## src/rtl/hack_mem_pkg.sv

```systemverilog
// ---------------------------------------------------------------------------
// hack_mem_pkg
// Shared definitions for the memory-side blocks of the hack platform.
//
// Contents:
//   loadState_t : state encoding for the SRAM loader (IDLE, LOAD, VERIFY, CHECK)
//   packWord    : joins two source bytes into one 16-bit word, big-endian order
// ---------------------------------------------------------------------------
package hack_mem_pkg;

   // Loader sequence: fill the SRAM, read it all back, compare checksums.
   typedef enum logic [1:0] {
      IDLE   = 2'd0,
      LOAD   = 2'd1,
      VERIFY = 2'd2,
      CHECK  = 2'd3
   } loadState_t;

   // The first byte of a pair is the high byte of the word.
   function automatic logic [15:0] packWord(input logic [7:0] hiByte,
                                            input logic [7:0] loByte);
      return {hiByte, loByte};
   endfunction

endpackage

```

## src/rtl/sram_loader.sv

```systemverilog
// ---------------------------------------------------------------------------
// sram_loader
// Streams bytes from a source into an SRAM as 16-bit words, then reads the
// whole range back and compares a modulo-2^16 checksum of what was written
// against a checksum of what was read.
//
// Parameters:
//   AW : word-address width of the SRAM request bus
//   DW : data width (only 16 is supported)
//
// Ports:
//   clk, reset_n         : clock, asynchronous active-low reset
//   start, length        : one-cycle start pulse and word count (sampled on start)
//   byte_valid/data/ready: byte source handshake
//   read, write, address : SRAM controller request strobes and word address
//   wdata, wstrb, rdata  : write data, active-low byte enables, read data
//   busy, done, error    : load in progress, completion pulse, checksum mismatch
// ---------------------------------------------------------------------------
module sram_loader
   import hack_mem_pkg::*;
#(
   parameter int AW = 18,
   parameter int DW = 16
)
(
   input  logic            clk,
   input  logic            reset_n,
   input  logic            start,
   input  logic [AW-1:0]   length,
   input  logic            byte_valid,
   input  logic [7:0]      byte_data,
   output logic            byte_ready,
   output logic            read,
   output logic            write,
   output logic [AW-1:0]   address,
   output logic [DW-1:0]   wdata,
   output logic [DW/8-1:0] wstrb,
   input  logic [DW-1:0]   rdata,
   output logic            busy,
   output logic            done,
   output logic            error
);

   loadState_t      r_state;
   logic            r_byteReady;
   logic            r_read;
   logic            r_write;
   logic [AW-1:0]   r_address;
   logic [DW-1:0]   r_wdata;
   logic            r_busy;
   logic            r_done;
   logic            r_error;

   // Byte assembler: holds the high byte until its partner arrives.
   logic [7:0]      r_hiByte;
   logic            r_haveHi;

   // Word counters; all wrap naturally at 2^AW.
   logic [AW-1:0]   r_wordIdx;
   logic [AW-1:0]   r_lastIdx;
   logic [AW-1:0]   r_rdIdx;
   logic [AW-1:0]   r_sampIdx;
   logic            r_rdActive;
   logic            r_rdPend;

   logic [15:0]     r_sumWrite;
   logic [15:0]     r_sumRead;

   logic            w_accept;
   logic [15:0]     w_word;

   assign w_accept = byte_valid && r_byteReady;
   assign w_word   = packWord(r_hiByte, byte_data);

   // Controller byte enables are active-low, so both lanes stay enabled.
   assign wstrb      = '0;
   assign byte_ready = r_byteReady;
   assign read       = r_read;
   assign write      = r_write;
   assign address    = r_address;
   assign wdata      = r_wdata;
   assign busy       = r_busy;
   assign done       = r_done;
   assign error      = r_error;

   // Whole loader sequence in one registered FSM. done and write are
   // single-cycle pulses, so they default low every cycle and are only
   // raised on the edge that produces them.
   // Read data arrives one cycle after its read strobe; r_rdPend is the
   // strobe delayed by one cycle and marks the cycle whose end samples rdata.
   always_ff @(posedge clk or negedge reset_n) begin
      if (!reset_n) begin
         r_state     <= IDLE;
         r_byteReady <= 1'b0;
         r_read      <= 1'b0;
         r_write     <= 1'b0;
         r_address   <= '0;
         r_wdata     <= '0;
         r_busy      <= 1'b0;
         r_done      <= 1'b0;
         r_error     <= 1'b0;
         r_hiByte    <= '0;
         r_haveHi    <= 1'b0;
         r_wordIdx   <= '0;
         r_lastIdx   <= '0;
         r_rdIdx     <= '0;
         r_sampIdx   <= '0;
         r_rdActive  <= 1'b0;
         r_rdPend    <= 1'b0;
         r_sumWrite  <= '0;
         r_sumRead   <= '0;
      end else begin
         r_done  <= 1'b0;
         r_write <= 1'b0;

         unique case (r_state)
            IDLE: begin
               r_read   <= 1'b0;
               r_rdPend <= 1'b0;
               if (start) begin
                  r_error    <= 1'b0;
                  r_sumWrite <= '0;
                  r_sumRead  <= '0;
                  r_wordIdx  <= '0;
                  r_rdIdx    <= '0;
                  r_sampIdx  <= '0;
                  r_haveHi   <= 1'b0;
                  r_rdActive <= 1'b0;
                  r_lastIdx  <= length - AW'(1);
                  if (length == '0) begin
                     // Nothing to move: report a clean completion right away.
                     r_done <= 1'b1;
                  end else begin
                     r_state     <= LOAD;
                     r_byteReady <= 1'b1;
                     r_busy      <= 1'b1;
                  end
               end
            end

            LOAD: begin
               if (w_accept) begin
                  if (!r_haveHi) begin
                     r_hiByte <= byte_data;
                     r_haveHi <= 1'b1;
                  end else begin
                     r_haveHi   <= 1'b0;
                     r_write    <= 1'b1;
                     r_address  <= r_wordIdx;
                     r_wdata    <= w_word;
                     r_sumWrite <= r_sumWrite + w_word;
                     r_wordIdx  <= r_wordIdx + AW'(1);
                     if (r_wordIdx == r_lastIdx) begin
                        // Stop taking bytes on the same edge as the final
                        // write so the source is never over-consumed. Reads
                        // are first issued on the next edge, after the
                        // final write strobe has dropped.
                        r_byteReady <= 1'b0;
                        r_rdActive  <= 1'b1;
                        r_rdIdx     <= '0;
                        r_state     <= VERIFY;
                     end
                  end
               end
            end

            VERIFY: begin
               r_rdPend <= r_read;
               if (r_rdActive) begin
                  r_read    <= 1'b1;
                  r_address <= r_rdIdx;
                  r_rdIdx   <= r_rdIdx + AW'(1);
                  if (r_rdIdx == r_lastIdx) begin
                     r_rdActive <= 1'b0;
                  end
               end else begin
                  r_read <= 1'b0;
               end
               if (r_rdPend) begin
                  r_sumRead <= r_sumRead + rdata[15:0];
                  r_sampIdx <= r_sampIdx + AW'(1);
                  if (r_sampIdx == r_lastIdx) begin
                     r_state <= CHECK;
                  end
               end
            end

            CHECK: begin
               // error stays put until the next accepted start clears it.
               r_error  <= (r_sumWrite != r_sumRead);
               r_done   <= 1'b1;
               r_busy   <= 1'b0;
               r_read   <= 1'b0;
               r_rdPend <= 1'b0;
               r_state  <= IDLE;
            end

            default: begin
               r_state <= IDLE;
            end
         endcase
      end
   end

endmodule

```

## config.mk

```make
export PLATFORM = sky130hd
export DESIGN_NAME = sram_loader
export DESIGN_NICKNAME = d
export VERILOG_FILES = /design/src/rtl/hack_mem_pkg.sv /design/src/rtl/sram_loader.sv
export SDC_FILE = /design/constraint.sdc
export NUM_CORES = 1
export LEC_CHECK = 0
export CORE_MARGIN = 2
export CORE_UTILIZATION = 53
export DETAILED_ROUTE_END_ITERATION = 16
export PLACE_DENSITY = 0.78
export SLEW_MARGIN = 5
export SYNTH_ARGS = -nofsm -noshare
export SYNTH_HDL_FRONTEND = slang
export SYNTH_SLANG_ARGS = --single-unit
```

## constraint.sdc

```tcl
create_clock -name clk -period 2.1 [get_ports clk]
set_input_delay 0.42 -clock clk [delete_from_list [all_inputs] [get_ports clk]]
set_output_delay 0.42 -clock clk [all_outputs]
set_load 0.05 [all_outputs]
```

After elaboration in Yosys (flattened, before gate mapping)
Cells that the tools add are included.

Word-level logic and storage cells: 120. Register bits: 157. Output and inout bits: 42.

$add $sub $neg: 6. Equality and inequality tests: 15. Mux-type cells: 56. Reductions and logical operators: 23. Bitwise operators: 1.

Operators with widths (count): 2-to-1 mux 18 bit (11); one-hot mux 18 bit (2 select lines) (3); 2-to-1 mux 16 bit (4); one-hot mux 16 bit (2 select lines) (2); adder 18 x 1 -> 18 bit, second input constant (3); equality test 18 bit (3); one-hot mux 18 bit (3 select lines) (1); adder 16 bit (2); 2-to-1 mux 1 bit (19); logical NOT 18 bit (1); subtractor 18 x 1 -> 18 bit, second input constant (1); != test 16 bit (1); != test 2 bit, second input constant (8); AND reduction 3 bit (5); 2-to-1 mux 2 bit (7); one-hot mux 1 bit (2 select lines) (7); AND reduction 6 bit (2); nonzero test 2 bit (5); one-hot mux 2 bit (4 select lines) (1); AND reduction 4 bit (2); AND reduction 7 bit (1); AND reduction 5 bit (1); equality test 2 bit, second input constant (2); AND reduction 2 bit (2); 7 further kinds (7).

Logic depth before layout (Yosys ltp)
Gate-level depths: netlist (run 1).

Depth after elaboration: 5. Depth in mapped cells: 11.

Worst setup path after synthesis (run 1)
No wires, ideal clock.

Path kind: in2reg. Start: in rdata[0]. End: reg r_sumRead[14]. Library setup time: 0.122 ns. Data arrival time: 2.172 ns. Stages on the path: 10. Path buffers: 0. Setup slack: -0.194 ns. Cell sequence: ha_1 -> inv_1 -> fa_1 -> nor2b_1 -> o21ai_1 -> a211oi_1 -> o31ai_1 -> a21boi_0 -> o21ai_0 -> a32o_1.

Longest elaborated chain between the ends: 3.

Ends and longest elaborated chain: start: declaration (RTL line sram_loader.sv:38) `input logic [DW-1:0] rdata,`; adder 16 bit (RTL line sram_loader.sv:180) `r_sumRead <= r_sumRead + rdata[15:0];`; 2-to-1 mux 16 bit (RTL line sram_loader.sv:179) `if (r_rdPend) begin`; one-hot mux 16 bit (2 select lines) (RTL line sram_loader.sv:116) `unique case (r_state)`; end signal: assignment (RTL line sram_loader.sv:180); end: declaration (RTL line sram_loader.sv:67) `logic [15:0] r_sumRead;`.

Every way passes these cells. The select of a mux whose other input is x is not followed. A chain may end at the register's enable or synchronous reset.

Final worst setup path (run 1)
Start: reg r_sumWrite[0]. End: reg r_sumWrite[12].

Longest elaborated chain between the ends: 4.

Ends and longest elaborated chain: start: declaration (RTL line sram_loader.sv:66) `logic [15:0] r_sumWrite;`; start signal: assignment (RTL line sram_loader.sv:151) `r_sumWrite <= r_sumWrite + w_word;`; adder 16 bit (RTL line sram_loader.sv:151); 2-to-1 mux 16 bit (RTL line sram_loader.sv:143) `if (!r_haveHi) begin`; 2-to-1 mux 16 bit (RTL line sram_loader.sv:142) `if (w_accept) begin`; one-hot mux 16 bit (2 select lines) (RTL line sram_loader.sv:116).

Every way passes these cells. The select of a mux whose other input is x is not followed.

==> flow_summary.json, run 1 <==
{
  "yosysSeqAreaShare_pct": 41.58,
  "place_ws_ps": -795.5,
  "io_buffer_count": 85,
  "hold_path.class": "input pin to flop",
  "status": "complete, but fails checks",
  "synth-edff-count": 0,
  "drv_slew": 0,
  "finalCritPeriodShare_pct": 109.7,
  "rsz0062_at_grt": "yes",
  "cp_data_arrival_time_ps": 2610,
  "vias": 9144,
  "place_area_mm2": 0.01202,
  "synth_area_mm2": 0.009448,
  "dp_hpwl_um": 18880,
  "cts_tree": "done",
  "worst_pin_slew_ps": 1051,
  "vdd_drop_max_v": 0.0005882,
  "p_leak_nw": 6.173,
  "synthArstFlopShare_pct": 100.0,
  "startpoint_type": "flop",
  "wl_per_cell_um": 18.62,
  "drc": 0,
  "powerDensity_mw_per_mm2": 484.2,
  "cp_cell_sequence": "ha_4, inv_2, fa_2, nor2b_2, o31a_1, o311ai_2, a211o_1, nand3b_1, o311ai_1, o211ai_1",
  "cp-end-kind": "flop",
  "die_x_um": 137.5,
  "hold_viol": 0,
  "dieArea_mm2": 0.01891,
  "clock_skew_ps": 8.475,
  "cts.clk_slew.worst_paths_ps": 60,
  "seq_area_mm2": 0.003941,
  "setup_ws_ps": -204.7,
  "clockBufferDepth": 2,
  "netlist_instances": 1021,
  "cts.sinks": 157,
  "violations": "setup timing",
  "n_antenna_cell": 0,
  "cts_buffers": 17,
  "grt_pass1_wl_um": 43090,
  "final_nets": 1392,
  "die_y_um": 137.5,
  "fin_cells": 1542,
  "period_minus_slack_ps": 2305,
  "final_common_cell": "buf_4",
  "start_util_pct": 54.43,
  "first_pass_iters": 6,
  "postLayoutCellArea_mm2": 0.01336,
  "final-setup-viol-count": 11,
  "yosysUniqueCellTypes": 73,
  "vias_per_cell": 5.930,
  "antenna_found_initial": 0,
  "grt_overflow_total": 0,
  "maxCapViolCount": 0,
  "rows": 48,
  "relSlewSlack_pct": 29.71,
  "avgSynthCellArea_um2": 9.253,
  "cts_htree_levels": 4,
  "crit_required_ps": 2400,
  "ys_seq_elements": 157,
  "nFillCells": 1078,
  "cpPeakStageDelay_ps": 420,
  "multi_input_area_mm2": 0.005902,
  "synthFlopType": "dfrtp_1",
  "worstHoldPathCells": 3,
  "track_usage_pct": 29.19,
  "drt_iter0_markers": 1033,
  "first_global_vias": 8767,
  "gp_congestion": 0.8914,
  "cp_max_fo": 3,
  "fmax_mhz": 433.9,
  "totalWireLength_um": 28710,
  "criticalPathCategory": "flop to flop",
  "cp_slowest_cell": "dfrtp_1",
  "yosysWarningCount": 0,
  "dp.cells": 1480,
  "drive_above_1_share_pct": 29.01,
  "area_growth_pct": 41.45,
  "clock_latency_ps": 430,
  "r2r_cells": 10,
  "fin_util_pct": 77.00,
  "final_cell_mix": "200 x buf_4, 151 x nand2_1, 147 x dfrtp_1",
  "root_buffer": "clkbuf_16",
  "ant_nets": 0,
  "grt_max_degree": 52,
  "core_mm2": 0.01736,
  "io_pins": 88
}
final cells by class:
cell class	count	share of cell area [%]
Clock buffer	22	3.623
Clock inverter	9	0.6366
Inverter	19	0.5524
Multi-Input combinational cell	808	44.16
Sequential cell	157	29.49
Tap cell	225	2.107
Timing Repair Buffer	302	19.43
state kept, by name (all words and copies together), names as in the netlist:
register    count
wdata          16
r_haveHi        1
busy            1
byte_ready      1
r_rdPend        1
r_rdActive      1
r_hiByte        8
r_sumRead      16
r_wordIdx      18
address        18
r_lastIdx      18
error           1
write           1
r_sampIdx      18
r_rdIdx        18
read            1
r_sumWrite     16
r_state         2
done            1
stage by stage:
stage,hold slack (ps),setup TNS (ps),power [mW]
after floorplan,124.4,-714.1,3.209
after global placement,392.6,-24510,3.477
after detailed placement,392.7,-28200,3.483
after CTS,441.0,-861.4,6.461
after global routing,459.8,-2846,6.626
final,446.9,-1151,6.470
final timing paths:
| kind | startpoint | to | slack [ps] |
|---|---|---|---|
| worst max register to register | r_sumWrite[0]$_DFFE_PN0P_ | r_sumWrite[12]$_DFFE_PN0P_ | -200 |
| max in group asynchronous | reset_n | r_hiByte[2]$_DFFE_PN0P_ | 890 |
| min in group asynchronous | reset_n | r_sumRead[14]$_DFFE_PN0P_ | 480 |
| worst min-delay path | byte_data[2] | wdata[2]$_DFFE_PN0P_ | 450 |
| worst min register to register | wdata[11]$_DFFE_PN0P_ | wdata[11]$_DFFE_PN0P_ | 470 |
| worst max-delay path | r_sumWrite[0]$_DFFE_PN0P_ | r_sumWrite[12]$_DFFE_PN0P_ | -200 |
cells by family after synthesis:
group,count (synthesis),share of synthesized area (%)
other,1,0.03969
buffers and inverters,57,2.701
adders and majority gates,41,5.589
AOI/OAI and AO/OA,197,14.18
DFF,157,41.58
xor gates and xnor gates,130,12.05
and+or+nand+nor,420,21.84
muxes,18,2.013
power breakdown:
part | total, mW | switching, mW | internal (mW)
logic | 0.428 | 0.218 | 0.210
clock network | 3.01 | 1.26 | 1.75
registers | 3.03 | 0.00382 | 3.03
total | 6.47 | 1.48 | 4.99
metal layers:
metal  wire length [µm]  global-route usage (%)
met4                850                   10.02
met5                  0                       0
met1              12390                   40.94
met2              13630                   45.94
met3               1840                   4.930
timing repair:
action	in CTS	in global routing
hold endpoints to repair	44	0
buffers inserted	11	18
hold buffers	1	0
gates cloned	0	1
pin swaps	40	50
resized for setup	55	79
endpoints found under the setup margin	35	65
Yosys cell counts, types with 7 or more instances:
cell | number | area share, %
a21oi_1 | 28 | 1.5
and3_1 | 23 | 1.5
or3_1 | 7 | 0.46
clkbuf_1 | 26 | 1.0
nor4_1 | 12 | 0.79
o221ai_1 | 13 | 1.2
mux2i_1 | 10 | 1.1
o21ai_0 | 54 | 2.9
a22o_1 | 15 | 1.4
mux2_2 | 8 | 0.95
nand2b_1 | 18 | 1.2
xnor2_1 | 75 | 7.0
nor3_1 | 11 | 0.58
inv_1 | 18 | 0.72
a21o_1 | 13 | 1.0
xor2_1 | 55 | 5.1
dfrtp_1 | 157 | 42
a31oi_1 | 16 | 1.1
nand4_1 | 23 | 1.5
nor2b_1 | 10 | 0.66
nand2_1 | 160 | 6.4
ha_1 | 39 | 5.2
nor2_1 | 81 | 3.2
nand3b_1 | 14 | 1.1
nand3_1 | 27 | 1.4
worst max-delay path: cells and delay by family, from the launching register on:
family	cells	cell delay [ps]
compound gates	5	1130
flops	1	420
fa+ha+maj	2	380
simple gates	2	200
buf+inv	1	50
Note: power is estimated with default switching activity, not from simulation.
==> run 2: changes to the inputs <==
--- a/config.mk
+++ b/config.mk
@@ -6,9 +6,10 @@
 export NUM_CORES = 1
 export LEC_CHECK = 0
 export CORE_MARGIN = 2
-export CORE_UTILIZATION = 53
+export CORE_UTILIZATION = 36
 export DETAILED_ROUTE_END_ITERATION = 16
-export PLACE_DENSITY = 0.78
+export PLACE_DENSITY = 0.57
+export SKIP_LAST_GASP = 1
 export SLEW_MARGIN = 5
 export SYNTH_ARGS = -nofsm -noshare
 export SYNTH_HDL_FRONTEND = slang
==> flow_summary.json, run 2 (synthesis gave the netlist of run 1 again) <==
{
  "status": "complete, but fails checks",
  "violations": "setup timing",
  "die_y_um": 166,
  "r2r_end": "r_sumWrite[12]$_DFFE_PN0P_",
  "vdd_drop_max_v": 0.0004417,
  "r2r_cells": 10,
  "p_leak_nw": 6.276,
  "first_global_vias": 8297,
  "n_antenna_cell": 0,
  "core_mm2": 0.02591,
  "share_seq_of_total_power_pct": 45.0,
  "cts.sinks": 157,
  "area_growth_pct": 45.49,
  "grt_overflow_total": 0,
  "powerDensity_mw_per_mm2": 489.6,
  "antenna_found_initial": 0,
  "relSlewSlack_pct": 65.77,
  "switching_share_pct": 26.06,
  "cp_slowest_cell": "dfrtp_1",
  "wl_per_cell_um": 16.41,
  "dp.cells": 1615,
  "final_cell_mix": "218 x buf_4, 154 x nand2_1, 140 x dfrtp_1",
  "crit_required_ps": 2450,
  "fin_cells": 1673,
  "gp_congestion": 0.9009,
  "final_nets": 1412,
  "clkPwrFrac_pct": 48.4,
  "rows": 59,
  "worst_pin_slew_ps": 511.8,
  "p_int_mw": 4.976,
  "hold_path.class": "input pin to flop",
  "cp_cell_sequence": "ha_4, inv_2, fa_2, nor2b_2, o31a_1, o311ai_4, a211o_1, nand3b_1, o31a_1, o211ai_1",
  "dp_hpwl_um": 20300,
  "final_common_cell": "buf_4",
  "cp_max_fo": 3,
  "rrSetupSlack_ps": -210,
  "place_area_mm2": 0.01235,
  "drive_above_1_share_pct": 30.42,
  "vias_per_cell": 5.146,
  "fmax_mhz": 433.3,
  "cts_tree": "done",
  "postLayoutCellArea_mm2": 0.01375,
  "nFillCells": 2349,
  "endpoint": "r_sumWrite[12]$_DFFE_PN0P_",
  "pwr-share-comb_pct": 6.6,
  "track_usage_pct": 19.68,
  "period_minus_slack_ps": 2308,
  "start_util_pct": 36.46,
  "grt_max_degree": 43,
  "cp_common_cell": "o31a_1",
  "startpoint_type": "flop",
  "io_pins": 88,
  "clock_latency_ps": 440,
  "grt_pass1_wl_um": 43510,
  "p_sw_mw": 1.754,
  "ant_nets": 0,
  "first_pass_iters": 5,
  "cts_htree_levels": 4,
  "final-setup-viol-count": 9,
  "root_buffer": "clkbuf_16",
  "drv_slew": 0,
  "maxCapViolCount": 0,
  "setup_ws_ps": -207.8,
  "clockBufferDepth": 2,
  "cp-end-kind": "flop",
  "rr_startpoint": "r_sumWrite[0]$_DFFE_PN0P_",
  "cpPeakStageDelay_ps": 410,
  "clock_skew_ps": 17.66,
  "vias": 8609,
  "crit_start": "r_sumWrite[0]$_DFFE_PN0P_",
  "die_x_um": 166,
  "finalCritPeriodShare_pct": 109.9,
  "totalWireLength_um": 27460,
  "rsz0062_at_grt": "yes",
  "io_buffer_count": 85,
  "cts_buffers": 17,
  "cts.clk_slew.worst_paths_ps": 70,
  "drt_iter0_markers": 631,
  "drc": 0,
  "dieArea_mm2": 0.02756,
  "hold_viol": 0,
  "cp_data_arrival_time_ps": 2660,
  "criticalPathCategory": "flop to flop"
}
run 2: critical path: cells and delay by family, from the launching register on:
kind,cells,cell delay [ps]
flip-flops,1,410
buffers and inverters,1,50
AO/OA/AOI/OAI,5,1210
AND/OR/NAND/NOR,2,200
adder cells (fa/ha/maj),2,370
run 2: metal layers:
layer	global-route usage [%]	up-vias	wire, µm	part of all wire, %
li1	-	4239	-	-
met1	28.27	4184	13070	48
met2	30.74	163	12950	47
met3	3.551	23	1070	3.9
met4	4.953	0	370	1.3
met5	0	-	0	0
run 2: area by class of cell:
class	count	area (µm²)	area share (%)
clock buffers	17	425.4	3.095
repair buffers	322	2810	20.44
clock inverters	15	193.9	1.411
well taps	335	419.2	3.049
flip-flops and latches	157	3950	28.74
inverters	19	73.82	0.5370
multi-input cells	808	5873	42.73
run 2: worst min-delay path by stage:
stage,cells after the start,slack [ps],end,startpoint
after floorplan,0,120,address[0]$_DFFE_PN0P_,reset_n
after global placement,1,370,r_sumRead[12]$_DFFE_PN0P_,reset_n
after detailed placement,1,370,r_sumRead[12]$_DFFE_PN0P_,reset_n
after CTS,3,380,wdata[3]$_DFFE_PN0P_,byte_data[3]
after global routing,4,380,wdata[5]$_DFFE_PN0P_,byte_data[5]
final,3,370,r_lastIdx[0]$_DFFE_PN0P_,length[0]
run 2: power by group through the flow:
| stage | combinational (mW) | clock (mW) | sequential, mW |
|---|---|---|---|
| after floorplan | 0.122 | 0 | 3.09 |
| after global placement | 0.426 | 0 | 3.09 |
| after detailed placement | 0.429 | 0 | 3.09 |
| after CTS | 0.434 | 3.30 | 3.03 |
| after global routing | 0.488 | 3.45 | 3.03 |
| final | 0.443 | 3.26 | 3.03 |
run 2: timing repair:
item,CTS,global route
hold endpoints to repair,34,0
pin swaps,29,62
buffers inserted,8,15
gates cloned,0,3
gates resized for setup,48,96
hold buffers,1,0
endpoints found under the setup margin,35,58
run 2: metrics by stage:
step | setup slack [ps] | power, mW | setup TNS, ps | utilization [%] | hold WS [ps]
6_report | -207.8 | 6.730 | -963.2 | 53.05 | 366.8
5_1_grt | -289.9 | 6.965 | -2828 | 53.05 | 382.2
4_1_cts | -178.7 | 6.759 | -815.0 | 50.69 | 380.4
3_5_place_dp | -789.1 | 3.516 | -28690 | 47.67 | 373.0
3_3_place_gp | -750.5 | 3.513 | -27640 | 47.67 | 371.9
2_1_floorplan | -134.0 | 3.209 | -714.1 | - | 124.4
==> RTL change: new RTL, config.mk and constraints of run 1 <==
The 4 states of `loadState_t` get a one-hot encoding in 4 bits.
--- a/src/rtl/hack_mem_pkg.sv
+++ b/src/rtl/hack_mem_pkg.sv
@@ -9,11 +9,11 @@
 package hack_mem_pkg;
 
    // Loader sequence: fill the SRAM, read it all back, compare checksums.
-   typedef enum logic [1:0] {
-      IDLE   = 2'd0,
-      LOAD   = 2'd1,
-      VERIFY = 2'd2,
-      CHECK  = 2'd3
+   typedef enum logic [3:0] {
+      IDLE   = 4'b0001,
+      LOAD   = 4'b0010,
+      VERIFY = 4'b0100,
+      CHECK  = 4'b1000
    } loadState_t;
 
    // The first byte of a pair is the high byte of the word.
Function: no difference found for any inputs over 4 cycles, from zero or initial values and one cycle with reset_n low; so few cycles prove little.
==> RTL change against run 1 <==
The run still ends with negative setup slack left. Worst setup slack got worse by 0.22 ns. Sequential cell count increased by 2. First-iteration DRC count decreased by 23%. Cell count decreased by 1.9%. Count of clock-buffer cells in the layout increased by 2. Final area decreased by 3.2%. Synthesized area decreased by 2.1%. Maximum frequency decreased by 8.6%. Routed wire length decreased by 2.9%. Non-clock buffer count decreased by 4. Critical path type unchanged.
Power is not compared: it rests on default switching activity, and its combinational part moved more than twofold at a synthesized area within 25%.
==> RTL change: results (changes against run 1) <==
Run status
The flow ran to the end, but the final reports show violations. The final reports fail on negative setup slack.

Global routing
The wire length of the first global-routing pass is 42900 µm (-0.51%). The largest net degree at the start of global routing was 57 (+9.6%). The total routing resource utilization after global routing was 29.9% (+0.72 points). The via count of the first global-routing pass is 8460 (-3.5%).

Place
The total half-perimeter wirelength after legalization and detailed placement is 19000 µm (+0.71%). The final estimated routing congestion in global placement came to 0.913 (+2.4%).

Yosys
Sorting the synthesized cells by area gives the leading types as sky130_fd_sc_hd__dfrtp_1, sky130_fd_sc_hd__nand2_1, sky130_fd_sc_hd__xnor2_1. The sequential share of the synthesized area is 43.0% (+1.5 points). In the synthesized netlist, the cells that appear most often are sky130_fd_sc_hd__nand2_1, sky130_fd_sc_hd__dfrtp_1, sky130_fd_sc_hd__xnor2_1, sky130_fd_sc_hd__nor2_1, sky130_fd_sc_hd__o21ai_0. The count of cell types in the netlist is 67 (-8.2%).

STA
The worst clock skew was 0.00963 ns (+0.00116 ns). The post-route worst setup slack is -0.422 ns (-0.217 ns). The number of setup violations in the final report came to 29 (+18).

Worst hold path
The startpoint identified for the worst hold timing path is byte_data[0].

Cells and area
The share of final-layout standard cells stronger than drive strength 1 was 25.7% (-3.3 points). The final-layout clock-cell area share was 4.81% (+0.55 points). The share of the final layout cell area in sequential cells is 30.8% (+1.3 points). The number of multi-input combinational cells came to 784 (-3.0%). The fraction of area in multi-input gates is 41.8% (-2.3 points).

The number of ordinary inverters in the final layout was 15 (-4). The number of filler instances in the final layout is 1173 (+8.8%). The number of nets at the end of the flow was 1357 (-2.5%). The layout clock buffer count is 24 (+9.1%).

Critical path
The capture point of the worst reg-to-reg path is r_state[2]$_DFFE_PN0P_. The critical path startpoint is r_lastIdx[5]$_DFFE_PN0P_. The highest-delay cell along the critical path is sky130_fd_sc_hd__or4_4. The worst endpoint data arrival time is 2.84 ns (+0.23 ns). The maximum single-stage delay on the critical path is 0.59 ns (+0.17 ns). The dominant delay contributor by cell family on the critical path is simple AND/OR/NAND/NOR gates. The termination of the worst setup path is r_state[2]$_DFFE_PN0P_.

Route
The initial detailed-routing violation count is 791 (-23%). The ratio of routed vias to standard cells is 5.77 (-2.7%).
==> RTL change: cell count changes after synthesis, moves of 12 or more <==
cell	change
sky130_fd_sc_hd__o221ai_1	-13
sky130_fd_sc_hd__o21ai_1	+13
sky130_fd_sc_hd__clkbuf_1	+12
sky130_fd_sc_hd__nand3b_1	-12
sky130_fd_sc_hd__and3_1	-17
sky130_fd_sc_hd__nor2_1	-12
sky130_fd_sc_hd__nand2_1	+13
sky130_fd_sc_hd__a21oi_1	+12
==> RTL change: per-stage QoR <==
stage	cell area [µm²]	std cells	setup slack, ns	total power [mW]	TNS [ns]
3_3_place_gp	11800	1465	-0.577	9.54	-20.94
4_1_cts	12600	1509	-0.246	13.4	-4.46
5_1_grt	12900	1513	-0.464	14.6	-10.09
2_1_floorplan	9260	1003	-0.0183	7.42	-0.0223
6_report	12900	1513	-0.422	14.0	-7.83
3_5_place_dp	11800	1465	-0.641	9.68	-24.82
==> RTL change: power breakdown <==
part           internal (mW)  total, mW  switching (mW)
combinational           2.93       6.35            3.42
sequential              3.66       4.32           0.656
clock                   2.00       3.33            1.33
==> RTL change: how the worst min path moves through the flow <==
stage	slack [ns]	endpoint	depth (start not counted)
after floorplan	0.12	address[0]$_DFFE_PN0P_	0
after global placement	0.42	write$_DFF_PN0_	1
after detailed placement	0.43	wdata[6]$_DFFE_PN0P_	1
after CTS	0.39	wdata[0]$_DFFE_PN0P_	3
after global routing	0.43	wdata[0]$_DFFE_PN0P_	3
final	0.41	wdata[0]$_DFFE_PN0P_	3
==> RTL change: timing repair <==
action | in CTS | in global routing
buffers inserted | 10 | 5
hold buffers | 1 | 0
gates resized for setup | 44 | 66
gates cloned | 1 | 0
endpoints found under the hold margin | 53 | 0
pin swaps | 21 | 34
endpoints found under the setup margin | 65 | 90
==> RTL change: worst register-to-register path, cell delays in order (launching register included) <==
cell and delay [ns]:
sky130_fd_sc_hd__dfrtp_1 0.39, sky130_fd_sc_hd__buf_6 0.13, sky130_fd_sc_hd__xnor2_2 0.12, sky130_fd_sc_hd__nand4_1 0.14, sky130_fd_sc_hd__or4_4 0.59, sky130_fd_sc_hd__o41ai_4 0.47, sky130_fd_sc_hd__nand3_4 0.20, sky130_fd_sc_hd__buf_6 0.17
sky130_fd_sc_hd__o22a_1 0.19
==> RTL change: logic make-up after synthesis <==
logic type	synth area share (%)
AO/OA/AOI/OAI	14.7
XOR/XNOR	12.7
adder cells (fa/ha/maj)	5.03
buffers and inverters	2.76
flip-flops	43.0
multiplexers	3.27
other	0.0406
AND/OR/NAND/NOR	18.4
==> RTL change: per-layer routing <==
| layer | global-route usage [%] | share of wire [%] |
|---|---|---|
| met1 | 41.5 | 43 |
| met2 | 47.9 | 47 |
| met3 | 5.82 | 7.3 |
| met5 | 0 | 0 |
| met4 | 8.51 | 2.5 |
